**src/rtl/sd_sektor_schreiber.sv**
```systemverilog
// sd_sektor_schreiber: collects bus words into a one-sector buffer and streams it as a 512-byte SD block write
module sd_sektor_schreiber (
    input  logic        Clock,
    input  logic        Reset,
    input  logic [31:0] Adresse,
    input  logic [31:0] Daten,
    input  logic        Schreiben,
    input  logic        Leeren,
    output logic        Angenommen,
    output logic        Fertig,
    output logic        Busy,
    input  logic        sd_ready,
    input  logic        sd_rfnb,
    output logic        sd_wr,
    output logic [7:0]  sd_din,
    output logic [31:0] sd_address
);
    localparam int WORTE = 128;
    typedef enum logic [2:0] {LEER, SAMMELN, WARTEN, SENDEN, ABSCHLUSS} zustand_t;
    zustand_t         state_q, state_d;
    logic [WORTE-1:0] valid_q, valid_d;
    logic [22:0]      tag_q, tag_d;
    logic [8:0]       bz_q, bz_d;
    logic [31:0]      addr_q, addr_d;
    logic             ack_q, ack_d;
    logic             fertig_q, fertig_d;
    logic [31:0]      mem [WORTE];
    logic [31:0]      rd_q;
    logic [6:0]       slot;
    logic             we, annahme, tag_gleich;
    logic             unused_adresse;

    assign slot           = Adresse[6:0];
    assign annahme        = Schreiben && !ack_q;
    assign tag_gleich     = Adresse[29:7] == tag_q;
    assign unused_adresse = ^Adresse[31:30];
    assign Angenommen     = ack_q;
    assign Fertig         = fertig_q;
    assign Busy           = (state_q == WARTEN) || (state_q == SENDEN) || (state_q == ABSCHLUSS);
    assign sd_wr          = state_q == SENDEN;
    assign sd_address     = addr_q;
    assign sd_din         = (sd_wr && valid_q[bz_q[8:2]]) ? rd_q[{~bz_q[1:0], 3'b000} +: 8] : 8'h00;

    // sequencing: collect words, commit on flush/full/foreign tag, stream bytes, wait for the card
    always_comb begin
        state_d  = state_q;
        valid_d  = valid_q;
        tag_d    = tag_q;
        bz_d     = bz_q;
        addr_d   = addr_q;
        ack_d    = 1'b0;
        fertig_d = 1'b0;
        we       = 1'b0;
        case (state_q)
            LEER: begin
                if (annahme) begin
                    tag_d         = Adresse[29:7];
                    valid_d[slot] = 1'b1;
                    we            = 1'b1;
                    ack_d         = 1'b1;
                    state_d       = SAMMELN;
                end
            end
            SAMMELN: begin
                if (&valid_q) begin
                    state_d = WARTEN;
                end else if (annahme && tag_gleich) begin
                    valid_d[slot] = 1'b1;
                    we            = 1'b1;
                    ack_d         = 1'b1;
                    state_d       = Leeren ? WARTEN : SAMMELN;
                end else if (annahme || Leeren) begin
                    state_d = WARTEN;
                end
            end
            WARTEN: begin
                bz_d = '0;
                if (sd_ready) begin
                    addr_d  = {tag_q, 9'b0};
                    state_d = SENDEN;
                end
            end
            SENDEN: begin
                if (sd_rfnb) begin
                    if (&bz_q) state_d = ABSCHLUSS;
                    else bz_d = bz_q + 9'd1;
                end
            end
            ABSCHLUSS: begin
                if (sd_ready) begin
                    fertig_d = 1'b1;
                    valid_d  = '0;
                    state_d  = LEER;
                end
            end
            default: state_d = LEER;
        endcase
    end

    // sector buffer; the read follows the next byte counter so sd_din is current without lag
    always_ff @(posedge Clock) begin
        if (we) mem[slot] <= Daten;
        rd_q <= mem[bz_d[8:2]];
    end

    // control registers with asynchronous clear
    always_ff @(posedge Clock or posedge Reset) begin
        if (Reset) begin
            state_q  <= LEER;
            valid_q  <= '0;
            tag_q    <= '0;
            bz_q     <= '0;
            addr_q   <= '0;
            ack_q    <= 1'b0;
            fertig_q <= 1'b0;
        end else begin
            state_q  <= state_d;
            valid_q  <= valid_d;
            tag_q    <= tag_d;
            bz_q     <= bz_d;
            addr_q   <= addr_d;
            ack_q    <= ack_d;
            fertig_q <= fertig_d;
        end
    end
endmodule
```
**config.mk**
```make
export PLATFORM = sky130hd
export DESIGN_NAME = sd_sektor_schreiber
export DESIGN_NICKNAME = d
export VERILOG_FILES = /design/src/rtl/sd_sektor_schreiber.sv
export SDC_FILE = /design/constraint.sdc
export NUM_CORES = 2
export LEC_CHECK = 0
export BUFFER_PORTS_ARGS = -buffer_cell sky130_fd_sc_hd__buf_2
export CORE_UTILIZATION = 39
export CTS_CLUSTER_DIAMETER = 120
export DETAILED_ROUTE_END_ITERATION = 10
export PLACE_DENSITY = 0.57
export SLEW_MARGIN = 5
export SYNTH_ARGS = -nofsm -noshare
export SYNTH_HDL_FRONTEND = slang
export SYNTH_SLANG_ARGS = --single-unit
```
**constraint.sdc**
```tcl
create_clock -name Clock -period 5.5 [get_ports Clock]
set_input_delay 0.55 -clock Clock [delete_from_list [all_inputs] [get_ports Clock]]
set_output_delay 0.55 -clock Clock [all_outputs]
set_load 0.01 [all_outputs]
```
==> impl_metrics.ini <==
[die]
initial_utilization = 0.393
die_w_um = 653
std_cell_rows = 238
coreArea_um2 = 421000
design.die.area_um2 = 427000
fp.dieH_um = 653
ios = 114

[worst_hold_path]
hold_path_class = primary input to register

[critical_path]
start_kind = register
critPathKind = register to output pin
cpMostUsedCell = mux4_2
slowest_delay_ns = 0.61
critPathArrivalTime_ns = 4.74
path_delay_family = multiplexers
worst-path-max-fanout = 32
worstPathRequired_ns = 4.95
slowest_stage = mux4_2
worst-path-buf-inv = 2
end_kind = output pin
crit_chain = buf_6 -> mux4_2 -> mux4_2 -> mux4_2 -> nand2_1 -> nand2_1 -> and3_1 -> buf_2

[cts]
cts_buffers = 435
cts_tree = yes
clock_path_buffers = 4
post_cts_buffers = 0
cts_sinks = 4316
clk_pin_slew_ns = 0.06
clk_root_buffer_cell = clkbuf_16
h-tree-depth = 5
insertion_delay_ns = 1.00

[drt]
wl_met3_um = 40300
drtIter0Drc = 11200
num_vias = 87200
highest_layer = met5
first_pass_iters = 6
drc = 0
wl_per_cell_um = 31.1
wl_met1_um = 190000
routed_wl_um = 469000
ant_nets = 0
viasPerCell = 5.79
met2_length_um = 221000

[run_status]
violations = max-capacitance violations, max-slew violations
outcome = finished, violations left

[timing]
slew_violations = 1
fin_crit_ns = 5.29
setup_viol = 0
rsz0062_at_grt = false
skew_ns = 0.0766
final-hold-violation-count = 0
relSlewSlack = -0.0247
fin_ws_ns = 0.210
fin_tns_setup_ns = 0
worstMarginPinSlew_ns = 1.50
fin_crit_sh = 0.962
fmax_mhz = 189

[cells_and_area]
area_growth_pct = 15.1
final_cell_mix = edfxtp_1, mux4_2, nand2_1
nNetsFinal = 9119
final_common_cell = edfxtp_1
utilization = 0.452
drive_above_1_share = 0.240

[placement]
dpl_worst_slack_ns = 0.323
port-buffer-count = 102
gp_congestion = 0.867
hpwl_um = 274000

[logic_synthesis]
synth-seq-cells = 4316
synth_top_area_frac = 0.743
seq_area_frac_synth = 0.776
synth.distinct_cells = 72
synth_top_area_cell = edfxtp_1
synth.avg_cell_area_um2 = 19.4
synthCells = 8531
synth_edf_count = 4096
synthTopCellsByArea = edfxtp_1, mux4_2, dfrtp_1, nand2_1, nand3_1
yosysWarnings = 0
synthFlopType = edfxtp_1
synth-async-reset-ratio = 0.0436
netlist_area_um2 = 165000

[power]
powerDensity_nw_per_um2 = 418
peakVddDrop_mv = 0.279
power_leakage_nw = 60.6

[global_routing]
grt_pass1_wl_um = 660000
grt_pass1_vias = 87200
grt_max_degree = 183
antenna_found_initial = 44
grt_usage = 0.217
grt.overflow.total = 0

[run]
maxCapViolCount = 1
## worst register-to-register path: stages (launching register included)
cell and delay [ns]:
dfrtp_1 0.61, nand2_1 0.22, nor4_1 0.80, o211ai_4 0.22, inv_8 0.42, buf_4 0.35, buf_4 0.44, mux4_2 0.58
a22oi_1 0.25, nand3_1 0.29, a211oi_1 0.72, nand3_1 0.15
## per-stage QoR
step / power, mW / cell area [µm²] / std cells / hold slack, ns
global placement: 51.0 / 176000 / 14200 / 0.471
floorplan: 46.7 / 166000 / 8539 / 0.478
finish: 79.7 / 190000 / 15100 / 0.0854
global route: 82.2 / 190000 / 15000 / 0.0348
CTS: 80.3 / 190000 / 15000 / 0.00417
detailed placement: 51.2 / 176000 / 14200 / 0.476
## logic make-up after synthesis
logic type                 synth area share
buffers and inverters                0.0149
muxes                                 0.124
AOI/OAI and AO/OA                    0.0288
xor gates and xnor gates            0.00122
and+or+nand+nor                      0.0554
adders and majority gates         0.0000756
DFF                                   0.776
other                             0.0000227
## cells in the mapped netlist (9+ instances only)
master / n
o21ai_0: 23
nor4_1: 15
a2111oi_0: 25
nand2_1: 855
buf_2: 139
edfxtp_1: 4096
buf_6: 25
mux4_2: 881
a31oi_1: 9
dfxtp_1: 32
a22oi_1: 378
dfrtp_1: 188
mux2i_1: 10
o211ai_1: 13
inv_1: 17
a211oi_1: 33
a21oi_1: 157
nand4_1: 138
buf_1: 50
nand3_1: 585
clkbuf_1: 256
nor2_1: 318
xor2_1: 19
and3_1: 65
mux2_2: 48
and2_1: 11
buf_4: 35
nor2b_1: 9
nor3_1: 17
## layout make-up
cell class / count / area (µm²)
repair buffers: 577 / 5090
multi-input cells: 3696 / 35800
diodes: 15 / 37.5
well taps: 5640 / 7060
flip-flops and latches: 4316 / 128000
clock inverters: 259 / 2560
inverters: 22 / 110
fillers: 35400 / 231000
clock buffers: 535 / 11500
## where the power goes
| part | internal, mW | switching, mW |
|---|---|---|
| registers | 36.3 | 0.248 |
| logic | 6.61 | 7.21 |
| clock network | 16.7 | 12.6 |
| total | 59.6 | 20.1 |
## worst paths after layout
check | startpoint | end | slack [ns] | cells after the start
min | Daten[26] | mem[50][26] | 0.09 | 1
min in group asynchronous | Reset | tag_q[11] | 0.60 | 4
min reg2reg | sd_address[19] | sd_address[19] | 0.50 | 1
max | bz_q[2] | sd_din[5] | 0.21 | 8
max in group asynchronous | Reset | bz_q[3] | 3.57 | 5
max reg2reg | bz_q[4] | rd_q[26] | 0.27 | 11
## layer usage
metal	global-route usage	up-vias
li1	-	35800
met1	0.305	46700
met2	0.346	4017
met3	0.0362	722
met4	0.0689	14
met5	0	-
## registers in the layout (all words and copies together) (netlist names)
register,flops
Angenommen,1
mem,4096
sd_address,23
valid_q,128
Fertig,1
bz_q,9
rd_q,32
tag_q,23
state_q,3
## timing repair
action	CTS	global route
endpoints found under the hold margin	155	0
setup endpoints to repair	3	0
resized for setup	1	0
hold buffers	34	0
Power figures use the tool's default switching activity.
